[config.mk]
export PLATFORM = sky130hd
export DESIGN_NAME = midi_voice_allocator
export DESIGN_NICKNAME = d
export VERILOG_FILES = /design/src/rtl/midi_pkg.sv /design/src/rtl/midi_message_parser.sv /design/src/rtl/midi_voice_allocator.sv
export SDC_FILE = /design/constraint.sdc
export NUM_CORES = 1
export LEC_CHECK = 0
export ABC_AREA = 1
export BUFFER_PORTS_ARGS = -buffer_cell sky130_fd_sc_hd__buf_2
export CORE_MARGIN = 8
export CORE_UTILIZATION = 52
export DETAILED_ROUTE_END_ITERATION = 16
export PLACE_DENSITY = 0.76
export SLEW_MARGIN = 25
export SYNTH_ARGS = -nofsm -noshare
export SYNTH_HDL_FRONTEND = slang
export SYNTH_HIERARCHICAL = 1
export SYNTH_SLANG_ARGS = --single-unit
[constraint.sdc]
create_clock -name clk -period 2.7 [get_ports clk]
set_clock_uncertainty 0.15 [all_clocks]
set_input_delay 0.54 -clock clk [delete_from_list [all_inputs] [get_ports clk]]
set_output_delay 0.54 -clock clk [all_outputs]
set_load 0.1 [all_outputs]
[src/rtl/midi_pkg.sv]
// Shared constants and types for the MIDI voice allocator.
// Status nibbles, controller numbers, real-time threshold, parser enums.
package midi_pkg;

   localparam logic [3:0] ST_NOTE_OFF = 4'h8;
   localparam logic [3:0] ST_NOTE_ON  = 4'h9;
   localparam logic [3:0] ST_CTRL     = 4'hB;

   localparam logic [6:0] CC_ALL_SOUND_OFF = 7'd120;
   localparam logic [6:0] CC_ALL_NOTES_OFF = 7'd123;

   localparam logic [7:0] RT_THRESHOLD = 8'hF8;

   typedef enum logic [1:0] {
      PS_NONE,
      PS_DATA1,
      PS_DATA2
   } parse_state_e;

   typedef enum logic [1:0] {
      RS_NONE,
      RS_NOTE_OFF,
      RS_NOTE_ON,
      RS_CTRL
   } run_status_e;

endpackage

[src/rtl/midi_message_parser.sv]
// MIDI byte parser with running status for one channel.
// Ports: clk, reset, byte_valid_i/byte_i in; note_on_o/note_off_o/all_off_o
// pulses with note_o/velocity_o, valid in the strobe cycle of the last byte.
module midi_message_parser
   import midi_pkg::*;
#(
   parameter logic [3:0] MIDI_CHANNEL = 4'd0
) (
   input  logic       clk,
   input  logic       reset,
   input  logic       byte_valid_i,
   input  logic [7:0] byte_i,
   output logic       note_on_o,
   output logic       note_off_o,
   output logic       all_off_o,
   output logic [6:0] note_o,
   output logic [6:0] velocity_o
);

   parse_state_e state_q, state_d;
   run_status_e  rs_q, rs_d;
   logic [6:0]   data1_q, data1_d;

   // Events are decoded combinationally so the voice registers in the
   // top capture them on the same edge as the completing byte.
   always_comb begin
      state_d    = state_q;
      rs_d       = rs_q;
      data1_d    = data1_q;
      note_on_o  = 1'b0;
      note_off_o = 1'b0;
      all_off_o  = 1'b0;
      note_o     = data1_q;
      velocity_o = byte_i[6:0];
      if (byte_valid_i && (byte_i < RT_THRESHOLD)) begin
         if (byte_i[7]) begin
            rs_d    = RS_NONE;
            state_d = PS_NONE;
            if (byte_i[3:0] == MIDI_CHANNEL) begin
               case (byte_i[7:4])
                  ST_NOTE_OFF: begin
                     rs_d    = RS_NOTE_OFF;
                     state_d = PS_DATA1;
                  end
                  ST_NOTE_ON: begin
                     rs_d    = RS_NOTE_ON;
                     state_d = PS_DATA1;
                  end
                  ST_CTRL: begin
                     rs_d    = RS_CTRL;
                     state_d = PS_DATA1;
                  end
                  default: ;
               endcase
            end
         end else begin
            case (state_q)
               PS_DATA1: begin
                  data1_d = byte_i[6:0];
                  state_d = PS_DATA2;
               end
               PS_DATA2: begin
                  state_d = PS_DATA1;
                  case (rs_q)
                     RS_NOTE_ON: begin
                        note_on_o  = (byte_i[6:0] != 7'd0);
                        note_off_o = (byte_i[6:0] == 7'd0);
                     end
                     RS_NOTE_OFF: note_off_o = 1'b1;
                     RS_CTRL: all_off_o =
                        (data1_q == CC_ALL_SOUND_OFF) ||
                        (data1_q == CC_ALL_NOTES_OFF);
                     default: ;
                  endcase
               end
               default: ;
            endcase
         end
      end
   end

   always_ff @(posedge clk or posedge reset) begin
      if (reset) begin
         state_q <= PS_NONE;
         rs_q    <= RS_NONE;
         data1_q <= 7'd0;
      end else begin
         state_q <= state_d;
         rs_q    <= rs_d;
         data1_q <= data1_d;
      end
   end

endmodule

[src/rtl/midi_voice_allocator.sv]
// Polyphonic voice allocator driven by a MIDI byte stream.
// Ports: clk, reset, isByteAvailable/byteValue in; voiceActive, voiceNote,
// voiceVelocity (7 bits per voice packed) and voiceUpdate pulses out.
module midi_voice_allocator
   import midi_pkg::*;
#(
   parameter int         NUM_VOICES   = 4,
   parameter logic [3:0] MIDI_CHANNEL = 4'd0
) (
   input  logic                      clk,
   input  logic                      reset,
   input  logic                      isByteAvailable,
   input  logic [7:0]                byteValue,
   output logic [NUM_VOICES-1:0]     voiceActive,
   output logic [7*NUM_VOICES-1:0]   voiceNote,
   output logic [7*NUM_VOICES-1:0]   voiceVelocity,
   output logic [NUM_VOICES-1:0]     voiceUpdate
);

   localparam int RW = (NUM_VOICES > 1) ? $clog2(NUM_VOICES) : 1;

   logic       ev_on, ev_off, ev_all;
   logic [6:0] ev_note, ev_vel;

   midi_message_parser #(
      .MIDI_CHANNEL(MIDI_CHANNEL)
   ) u_parser (
      .clk         (clk),
      .reset       (reset),
      .byte_valid_i(isByteAvailable),
      .byte_i      (byteValue),
      .note_on_o   (ev_on),
      .note_off_o  (ev_off),
      .all_off_o   (ev_all),
      .note_o      (ev_note),
      .velocity_o  (ev_vel)
   );

   logic [NUM_VOICES-1:0] active_q, active_d;
   logic [NUM_VOICES-1:0] upd_q, upd_d;
   logic [6:0]            note_q [NUM_VOICES];
   logic [6:0]            note_d [NUM_VOICES];
   logic [6:0]            vel_q  [NUM_VOICES];
   logic [6:0]            vel_d  [NUM_VOICES];
   logic [RW-1:0]         rank_q [NUM_VOICES];
   logic [RW-1:0]         rank_d [NUM_VOICES];

   logic          hit, free;
   logic [RW-1:0] hit_idx, free_idx, old_idx, sel;

   always_comb begin
      active_d = active_q;
      note_d   = note_q;
      vel_d    = vel_q;
      rank_d   = rank_q;
      upd_d    = '0;
      hit      = 1'b0;
      free     = 1'b0;
      hit_idx  = '0;
      free_idx = '0;
      old_idx  = '0;
      // Victim priority: same note already sounding, then lowest free
      // slot, then the voice holding the oldest rank.
      for (int i = 0; i < NUM_VOICES; i++) begin
         if (active_q[i] && (note_q[i] == ev_note) && !hit) begin
            hit     = 1'b1;
            hit_idx = RW'(i);
         end
         if (!active_q[i] && !free) begin
            free     = 1'b1;
            free_idx = RW'(i);
         end
         if (rank_q[i] == RW'(NUM_VOICES - 1))
            old_idx = RW'(i);
      end
      sel = hit ? hit_idx : (free ? free_idx : old_idx);
      if (ev_on) begin
         for (int i = 0; i < NUM_VOICES; i++) begin
            if (rank_q[i] < rank_q[sel])
               rank_d[i] = rank_q[i] + RW'(1);
         end
         rank_d[sel]   = '0;
         active_d[sel] = 1'b1;
         note_d[sel]   = ev_note;
         vel_d[sel]    = ev_vel;
      end else if (ev_off) begin
         for (int i = 0; i < NUM_VOICES; i++) begin
            if (note_q[i] == ev_note)
               active_d[i] = 1'b0;
         end
      end else if (ev_all) begin
         active_d = '0;
      end
      for (int i = 0; i < NUM_VOICES; i++) begin
         upd_d[i] = (active_d[i] != active_q[i]) ||
                    (note_d[i] != note_q[i]) ||
                    (vel_d[i] != vel_q[i]);
      end
   end

   always_ff @(posedge clk or posedge reset) begin
      if (reset) begin
         active_q <= '0;
         upd_q    <= '0;
         for (int i = 0; i < NUM_VOICES; i++) begin
            note_q[i] <= 7'd0;
            vel_q[i]  <= 7'd0;
            rank_q[i] <= RW'(i);
         end
      end else begin
         active_q <= active_d;
         upd_q    <= upd_d;
         note_q   <= note_d;
         vel_q    <= vel_d;
         rank_q   <= rank_d;
      end
   end

   always_comb begin
      voiceNote     = '0;
      voiceVelocity = '0;
      for (int i = 0; i < NUM_VOICES; i++) begin
         voiceNote[7*i +: 7]     = note_q[i];
         voiceVelocity[7*i +: 7] = vel_q[i];
      end
   end

   assign voiceActive = active_q;
   assign voiceUpdate = upd_q;

endmodule
# After elaboration in Yosys (flattened, before gate mapping)
# Cells that the tools add are included.
[classes]
add_sub_neg = 4
n_mul = 0
div_mod_pow = 0
magnitude_cmp = 9
eq_ne = 29
shifts = 0
muxes = 65
bitwise_logic = 5
n_reduce_logical = 38
[ops]
columns = ["op", "n"]
rows = [
  ["28-bit bitwise mux", 2],
  ["28-bit 2-to-1 mux", 2],
  ["7-bit != test", 8],
  ["2-bit 2-to-1 mux", 22],
  ["7-bit == test", 4],
  ["1-bit 2-to-1 mux", 28],
  ["7-bit demux with 2-bit select", 1],
  ["7-bit == test, second input constant", 2],
  ["1-bit logical AND", 13],
  ["2-bit == test, second input constant", 6],
  ["4-bit == test, second input constant", 3],
  ["4-bit 2-to-1 mux", 3],
  ["1-bit logical OR", 9],
  ["2-bit by 1-bit adder with 2-bit output, second input constant", 4],
  ["8-bit AND", 1],
  ["1-bit zero test", 8],
  ["2-bit < comparator", 4],
  ["8-bit < comparator, second input constant", 1],
  ["8-bit NOT", 1],
  ["7-bit zero test", 1],
  ["7-bit 2-to-1 mux", 1],
  ["7-bit nonzero test", 1],
  ["2-bit case mux with 3 select lines", 1],
  ["2-bit binary-select mux with 2-bit select", 1],
  ["18 further kinds", 23],
]
[word_totals]
register_bits = 83
latch_bits = 0
mem_bits_rw = 0
mem_bits_ro = 0
output_inout_bits = 64
wordCells = 167
mem_count = 0

# Depth between registers and ports, before layout
# Gate-level depths: netlist of the first run.
[depth]
ltp_word = 23
mapped_depth = 21

# By module
# The synthesis of the first run kept the hierarchy.
[by_module_without_submodules]
columns = ["mod", "n_inst", "cells_each", "area_per_inst_um2", "seq_area_each_um2"]
rows = [
  ["midi_voice_allocator", 1, 575, 4374.2, 1806.7],
  ["midi_message_parser", 1, 112, 795.8, 275.3],
]

# Least setup slack after synthesis of the first run
# No wires, ideal clock.
[synth_timing]
path_kind = "register to register"
start = "register active_q[0] (netlist: voiceActive[0])"
end = "register rank_q[7] in the netlist's numbering"
setup_ns = 0.123
t_arrival_ns = 3.122
t_required_ns = 2.427
setup_slack_ns = -0.696
path_stages_with_launch = 16
path_buffers = 0
synth_period_minus_slack_ns = 3.396
cell_sequence = "dfrtp_1 nand2_1 nor2_1 nand3_1 o211ai_1 nand3_2 nand2_4 nand2_4 inv_2 nand2_2 o22ai_1 nor2_1 ha_1 or4_1 o21ai_0 a21oi_1"
[synth_via]
elab_chain_len = 20
elab_cells_between_ends = 42
[synth_lines]
columns = ["element", "line_no", "rtl"]
rows = [
  ["start: declaration", "midi_voice_allocator.sv:39", "logic [NUM_VOICES-1:0] active_q, active_d;"],
  ["start signal: assignment", "midi_voice_allocator.sv:111", "active_q <= active_d;"],
  ["1-bit logical AND", "midi_voice_allocator.sv:65", "if (active_q[i] && (note_q[i] == ev_note) && !hit) begin"],
  ["1-bit 2-to-1 mux", "midi_voice_allocator.sv:65", ""],
  ["1-bit zero test", "midi_voice_allocator.sv:65", ""],
  ["1-bit logical AND", "midi_voice_allocator.sv:65", ""],
  ["1-bit 2-to-1 mux", "midi_voice_allocator.sv:65", ""],
  ["1-bit zero test", "midi_voice_allocator.sv:65", ""],
  ["1-bit logical AND", "midi_voice_allocator.sv:65", ""],
  ["1-bit 2-to-1 mux", "midi_voice_allocator.sv:65", ""],
  ["[... 3 more ...]", "--", ""],
  ["2-bit 2-to-1 mux (*)", "midi_voice_allocator.sv:76", "sel = hit ? hit_idx : (free ? free_idx : old_idx);"],
  ["2-bit NOT with 3-bit output (implied by the code) (*)", "midi_voice_allocator.sv:79, midi_voice_allocator.sv:82", ""],
  ["2-bit binary-select mux with 2-bit select", "midi_voice_allocator.sv:79", "if (rank_q[i] < rank_q[sel])"],
  ["2-bit 2-to-1 mux (implied by the code) (2 in series)", "midi_voice_allocator.sv:79", ""],
  ["2-bit < comparator", "midi_voice_allocator.sv:79", ""],
  ["2-bit 2-to-1 mux", "midi_voice_allocator.sv:79", ""],
  ["2-bit 2-to-1 mux", "midi_voice_allocator.sv:77", "if (ev_on) begin"],
  ["8-bit AND (no source line) (*)", "--", ""],
  ["end signal: indexed assignment", "midi_voice_allocator.sv:108", "rank_q[i] <= RW'(i);"],
  ["end signal: assignment", "midi_voice_allocator.sv:115", "rank_q <= rank_d;"],
  ["end: declaration", "midi_voice_allocator.sv:45", "logic [RW-1:0] rank_q [NUM_VOICES];"],
]
# Mark *: on every way between the ends. The rest lies on a longest branch, timed or not. The select of a mux whose other input is x is not followed.
# A chain may end at the register's enable or synchronous reset.

# Final worst setup path of the first run
[layout_timing]
start = "register u_parser.data1_q[1] (netlist: u_parser/note_o[1])"
end = "register rank_q[7] in the netlist's numbering"
[layout_via]
elab_chain_len = 21
elab_cells_between_ends = 36
[layout_lines]
columns = ["element", "line_no", "rtl"]
rows = [
  ["start: declaration", "midi_message_parser.sv:22", "logic [6:0] data1_q, data1_d;"],
  ["start signal: assignment", "midi_message_parser.sv:90", "data1_q <= data1_d;"],
  ["7-bit == test", "midi_voice_allocator.sv:65", ""],
  ["1-bit logical AND", "midi_voice_allocator.sv:65", ""],
  ["1-bit 2-to-1 mux", "midi_voice_allocator.sv:65", ""],
  ["1-bit zero test", "midi_voice_allocator.sv:65", ""],
  ["1-bit logical AND", "midi_voice_allocator.sv:65", ""],
  ["1-bit 2-to-1 mux", "midi_voice_allocator.sv:65", ""],
  ["1-bit zero test", "midi_voice_allocator.sv:65", ""],
  ["1-bit logical AND", "midi_voice_allocator.sv:65", ""],
  ["[... 4 more ...]", "--", ""],
  ["2-bit 2-to-1 mux (*)", "midi_voice_allocator.sv:76", ""],
  ["2-bit NOT with 3-bit output (implied by the code) (*)", "midi_voice_allocator.sv:79, midi_voice_allocator.sv:82", ""],
  ["2-bit binary-select mux with 2-bit select", "midi_voice_allocator.sv:79", ""],
  ["2-bit 2-to-1 mux (implied by the code) (2 in series)", "midi_voice_allocator.sv:79", ""],
  ["2-bit < comparator", "midi_voice_allocator.sv:79", ""],
  ["2-bit 2-to-1 mux", "midi_voice_allocator.sv:79", ""],
  ["2-bit 2-to-1 mux", "midi_voice_allocator.sv:77", ""],
  ["8-bit AND (no source line) (*)", "--", ""],
]
# Marks and branches as above.

==> results.md, run 1 <==
- #FFs+latches synth: 83
- Maximum fanout along the worst path: 6
- Post-synthesis mux area share: 0.00581
- Clock-pin slew on the worst setup and hold paths: 0.09 ns
- Synth Area in Adders: 0.0242
- Largest area contributor in the netlist: dfrtp_1
- Die Height: 116 um
- Final min period: 2.90 ns
- DR pass1 iterations: 6
- Setup slack after layout: -0.201 ns
- Setup TNS: -0.845 ns
- Commonest non-fill, non-tap cell in the layout: nand2_1
- CTS tree: yes
- Worst Hold Slack: 0.0413 ns
- Area contributors post-synth: dfrtp_1 38%, nand2_1 14%, inv_1 7.8%
- Top-level I/O count: 75
- Maxcap violations: 0
- Status: finished, violations left
- Pwr Density: 460 nW/um^2
- Distinct cells, synth: 42
- Gr usage total: 0.222
- Simple-Gate Fraction of Synth Area: 0.278
- Via count: 5154
- Worst EP arrival: 3.00 ns
- Htree depth: 3
- Maximum VDD drop: 369 uV
- Final antenna-violating net count: 0
- Rows: 36
- Yosys warning count: 6
- Hpwl dp: 10600 um
- Met3 Wirelength: 1100 um
- XOR/XNOR Fraction of Synth Area: 0.0467
- Post-synthesis cell count: 687
- Max-slew violations: 0
- Compound-Gate Fraction of Synth Area: 0.108
- Fillers: 711
- Core Box Area: 9730 um^2
- Async SR Flop Fraction: 1.00
- Grt ovf: 0
- Detail-routed net length per standard cell: 16.2 um
- Cell leakage power: 0.00357 uW
- Syn Area/Cell: 7.53 um^2
- Largest family of logic cells by synthesized area: simple AND/OR/NAND/NOR gates
- Vias in the first global route: 4855
- Starting Density: 0.531
- Initial antenna violation count: 0
- Crit end category: register
- Overall die width: 116 um
- M1 wire length: 6310 um
- Syn_nets: 708
- Most used DFF post-synth: dfrtp_1
- Post-synth EDFFs: 0
- Most frequent cells in the layout: 175 x nand2_1, 103 x inv_1, 75 x buf_2
- PortBufs: 74
- Number of clock sinks: 83
- Mapped cell area: 5170 um^2
- Yosys top cell area share: 0.382
- Largest net degree at the start of global routing: 73
- Top Layer Used: met4
- Die area: 13400 um^2
- Failing checks: setup timing
- Final setup vio count: 7
- Slew margin rel.: 0.639
- Worst Tran Pin Value: 0.542 ns
- RSZ-0062 raised after global routing: true
- Cts bufs inserted: 9
- Initial drt markers: 372
- Worst Hold Class: in -> async
- Worst setup path class: reg -> reg
- Clock Path Buffers: 2
- Met2 Routed Length: 7840 um
- Worst path required time: 2.80 ns
- Layout cell share with drive strength beyond 1: 0.376
- Register area share after synthesis: 0.403
- Place WS: -0.244 ns
- F_max: 345 MHz
- Fin nets: 848
- Drt total wl: 15600 um
- First-pass GRT wire length: 23600 um
- Fin crit share: 1.07
- Area delta synth->final: 32.6%
- Placer Congestion: 0.915
- Vias per cell: 5.34
- CTS root buffer: clkbuf_8
- N_diodes: 0
- Clk_lat worst skew: 0.37 ns
- Cts hold-fix bufs: 0
- Remaining DRCs: 0
- CP Launch Type: register
- Final Hold Fails: 0
cell usage after synthesis (8+ instances only):
master,count
a21oi_1,9
buf_6,12
dfrtp_1,79
ha_1,10
inv_1,107
inv_2,9
nand2_1,188
nand3_1,53
nor2_1,30
nor3_1,8
o21ai_0,52
o21ai_1,15
o21ai_2,8
xnor2_1,16
path summary, 6_finish.rpt:
check                                                 from                         endpoint  slack (ns)  cells after the start
max in group asynchronous                            reset            rank_q[3]$_DFFE_PP1P_        1.95                      3
setup / recovery            u_parser/note_o[1]$_DFFE_PP0P_            rank_q[7]$_DFFE_PP0P_       -0.20                     15
setup reg to reg            u_parser/note_o[1]$_DFFE_PP0P_            rank_q[7]$_DFFE_PP0P_       -0.20                     15
hold reg to reg            u_parser/state_q[1]$_DFFE_PP0P_  u_parser/state_q[1]$_DFFE_PP0P_        0.37                      2
min in group clk                              byteValue[3]   u_parser/note_o[3]$_DFFE_PP0P_        0.30                      3
hold / removal                                       reset  u_parser/state_q[1]$_DFFE_PP0P_        0.04                      2
critical path, stage by stage (launching register included):
cell	delay (ns)
dfrtp_2	0.50
xnor2_2	0.20
nand2_1	0.08
nor2_1	0.13
nand2_2	0.10
clkinv_1	0.08
nand3_2	0.13
nand2_8	0.14
inv_6	0.05
nand2_2	0.09
o22ai_2	0.08
nor2_4	0.19
ha_4	0.24
or4_4	0.43
o21ai_2	0.14
a21oi_1	0.05
state kept, by name, indices dropped and copies added, names as in the netlist:
register	count
voiceVelocity	28
voiceActive	4
u_parser/note_o	7
u_parser/state_q	2
rank_q	8
u_parser/rs_q	2
voiceNote	28
voiceUpdate	4
timing repair:
action	4_1_cts	5_1_grt
setup endpoints to repair	6	29
setup buffers	11	16
pin swaps	15	44
resized for setup	26	62
gates cloned	0	4
stage by stage:
stage           util  instances  instance area, um^2  total power, uW
5_1_grt        0.705        965                 6860             3250
3_5_place_dp   0.614        921                 5970             1890
6_report       0.705        965                 6860             3150
2_1_floorplan      -        687                 5230             1690
3_3_place_gp   0.614        921                 5970             1880
4_1_cts        0.659        948                 6410             3030
power breakdown:
group / total [uW] / switching [uW] / internal (uW)
Sequential: 1330 / 58.5 / 1270
Combinational: 776 / 408 / 368
Clock: 1050 / 494 / 553
Total: 3150 / 961 / 2190
area by class of cell:
| class | count | area [um^2] | share of cell area |
|---|---|---|---|
| clock buffer | 11 | 141 | 0.0206 |
| clock inverter | 5 | 82.6 | 0.0120 |
| inverter | 119 | 465 | 0.0679 |
| multi-input combinational | 455 | 2760 | 0.403 |
| sequential | 83 | 2130 | 0.311 |
| tap | 133 | 166 | 0.0243 |
| timing repair buffer | 158 | 1100 | 0.161 |
| timing repair inverter | 1 | 7.51 | 0.00109 |
metal layers:
layer,global-route usage,vias to the layer above
li1,-,2433
met1,0.275,2472
met2,0.384,211
met3,0.0391,38
met4,0.0709,0
met5,0,-
cell families after synthesis:
logic type / count (synthesis)
compound gates: 98
mux: 3
flops: 83
buf+inv: 149
fa+ha+maj: 10
xor+xnor: 25
simple gates: 319
Note: power is estimated with default switching activity, not from simulation.
==> inputs of run 2 (changes only) <==
--- a/config.mk
+++ b/config.mk
@@ -7,6 +7,7 @@
 export LEC_CHECK = 0
 export ABC_AREA = 1
 export BUFFER_PORTS_ARGS = -buffer_cell sky130_fd_sc_hd__buf_2
+export CORE_ASPECT_RATIO = 2
 export CORE_MARGIN = 8
 export CORE_UTILIZATION = 52
 export DETAILED_ROUTE_END_ITERATION = 16
==> run 2 against run 1 <==
The flow still finishes with violations (setup timing); critical path type unchanged; sequential power is essentially flat; critical path depth shrank 3; combinational power shrank 20%; power grew 1.6%.
==> results.md, run 2 (synthesized netlist as in run 1, its figures left out) <==
- PortBufs: 74 (unchanged)
- Failing checks: setup timing
- Commonest non-fill, non-tap cell in the layout: nand2_1
- Worst path required time: 2.79 ns (about the same)
- Htree depth: 3 (unchanged)
- Fin nets: 837 (-1.3%)
- Grt ovf: 0 (unchanged)
- Maximum fanout along the worst path: 5 (-1)
- Area delta synth->final: 27.6%
- Top-level I/O count: 75 (unchanged)
- R2r startpoint: rank_q[0]$_DFFE_PP1P_
- Die area: 13600 um^2 (+1.4%)
- F_max: 346 MHz (+0.35%)
- Final antenna-violating net count: 0 (unchanged)
- Via count: 5061 (-1.8%)
- Remaining DRCs: 0 (unchanged)
- Clk_lat worst skew: 0.35 ns (-0.02 ns)
- CP Launch Type: register
- RR Endpoint: rank_q[2]$_DFFE_PP0P_
- Worst setup path class: reg -> reg
- Starting Density: 0.533 (+0.00165)
- Vias in the first global route: 5153 (+6.1%)
- Post-route cell area: 6600 um^2 (-3.8%)
- Rows: 51 (+42%)
- Overall die width: 86.5 um (-25%)
- Cts bufs inserted: 9 (unchanged)
- CTS root buffer: clkbuf_16
- Most frequent cells in the layout: 181 x nand2_1, 103 x inv_1, 74 x buf_2
- RSZ-0062 raised after global routing: true
- Final Hold Fails: 0 (unchanged)
- Gr usage total: 0.234 (+0.0116)
- Placer Congestion: 0.935 (+2.1%)
- Initial drt markers: 391 (+5.1%)
- Crit end category: register
- First-pass GRT wire length: 24700 um (+4.5%)
- Layout cell share with drive strength beyond 1: 0.341 (-0.0352)
- Maximum VDD drop: 448 uV (+22%)
- Clock-pin slew on the worst setup and hold paths: 0.07 ns (-0.02 ns)
- Worst R2R Path Depth: 12 (-3)
- Drt total wl: 15200 um (-2.7%)
- Status: finished, violations left
- Worst EP arrival: 2.98 ns (-0.02 ns)
- Worst Hold Slack: 0.0678 ns (+0.0265 ns)
- Hpwl dp: 11100 um (+5.4%)
- Core Box Area: 9700 um^2 (-0.31%)
- Max-slew violations: 0 (unchanged)
- Worst Hold Class: in -> async
- Pwr Density: 485 nW/um^2 (+5.6%)
- Die Height: 157 um (+36%)
- Final min period: 2.89 ns (-0.0101 ns)
- Worst Tran Pin Value: 0.499 ns (-0.0425 ns)
- R2R setup slack: -0.19 ns (about the same)
- Detail-routed net length per standard cell: 16.0 um (-1.4%)
- Post-DP Area: 5940 um^2 (-0.44%)
- CTS tree: yes
- Final setup vio count: 5 (-2)
- Cell leakage power: 0.00351 uW (-1.8%)
- Initial antenna violation count: 0 (unchanged)
- Vias per cell: 5.31 (-0.57%)
- Slew margin rel.: 0.670 (+0.0310)
- Setup slack after layout: -0.191 ns (+0.0101 ns)
- Number of clock sinks: 83 (unchanged)
- Maxcap violations: 0 (unchanged)
- Clock Path Buffers: 2 (unchanged)
- Largest net degree at the start of global routing: 73 (unchanged)
- N_diodes: 0 (unchanged)
- DR pass1 iterations: 8 (+2)
- Fin crit share: 1.07 (-0.00374)
run 2: cell types whose count changed in the layout (fill, tap and decap cells not counted), moves of 5 or more:
cell       change
nand2_2        -5
clkbuf_8      -10
clkbuf_16      +7
xnor2_2        -6
xnor2_1        +6
nand2_1        +6
run 2: worst max-delay path by stage:
| stage | cells past startpoint | start | end | slack (ns) |
|---|---|---|---|---|
| 2_1_floorplan | 16 | voiceNote[0]$_DFF_PP0_ | rank_q[7]$_DFFE_PP0P_ | -0.28 |
| 3_3_place_gp | 14 | u_parser/note_o[6]$_DFFE_PP0P_ | rank_q[7]$_DFFE_PP0P_ | -0.14 |
| 3_5_place_dp | 14 | u_parser/note_o[6]$_DFFE_PP0P_ | rank_q[7]$_DFFE_PP0P_ | -0.26 |
| 4_1_cts | 14 | u_parser/note_o[6]$_DFFE_PP0P_ | rank_q[2]$_DFFE_PP0P_ | -0.13 |
| 5_1_grt | 16 | u_parser/note_o[3]$_DFFE_PP0P_ | rank_q[2]$_DFFE_PP0P_ | -0.33 |
| 6_report | 12 | rank_q[0]$_DFFE_PP1P_ | rank_q[2]$_DFFE_PP0P_ | -0.19 |
run 2: routing by layer:
metal,wire length [um],global-route usage
met1,5220,0.228
met2,8420,0.432
met3,820,0.0454
met4,772,0.146
met5,0,0
run 2: power by group:
group | internal (uW) | switching, uW
Clock | 721 | 538
Combinational | 282 | 339
Sequential | 1270 | 51.4
Total | 2270 | 928
run 2: cell type report:
class	count	area (um^2)
clock buffers	9	225
clock inverters	7	75.1
fillers	812	3100
inverters	119	468
multi-input cells	455	2560
flip-flops and latches	83	2130
well taps	132	165
repair buffers	148	975
run 2: timing repair:
item	CTS	global route
hold buffers	0	0
setup buffers	9	13
gates cloned	0	0
endpoints found under the setup margin	12	41
resized for setup	28	20
pin swaps	11	10
run 2: stage by stage:
stage	setup slack (ns)	total power, uW	setup TNS, ns	instances	util
after floorplan	-0.276	1690	-0.996	687	-
after global placement	-0.144	1870	-0.407	915	0.613
after detailed placement	-0.259	1880	-0.968	915	0.613
after CTS	-0.125	3170	-0.557	940	0.664
after global routing	-0.330	3330	-2.33	953	0.680
final	-0.191	3200	-0.846	953	0.680
run 2: worst max-delay path, cell delays in order, from the launching register on:
cell and delay (ns):
dfstp_2 0.37, ha_1 0.24, nor4_1 0.41, o211ai_2 0.17, nand2_4 0.15, inv_4 0.06, nand2_2 0.09, o22ai_4 0.08
nor2_4 0.22, ha_1 0.28, or4_1 0.46, nand2_1 0.08, a21oi_1 0.04
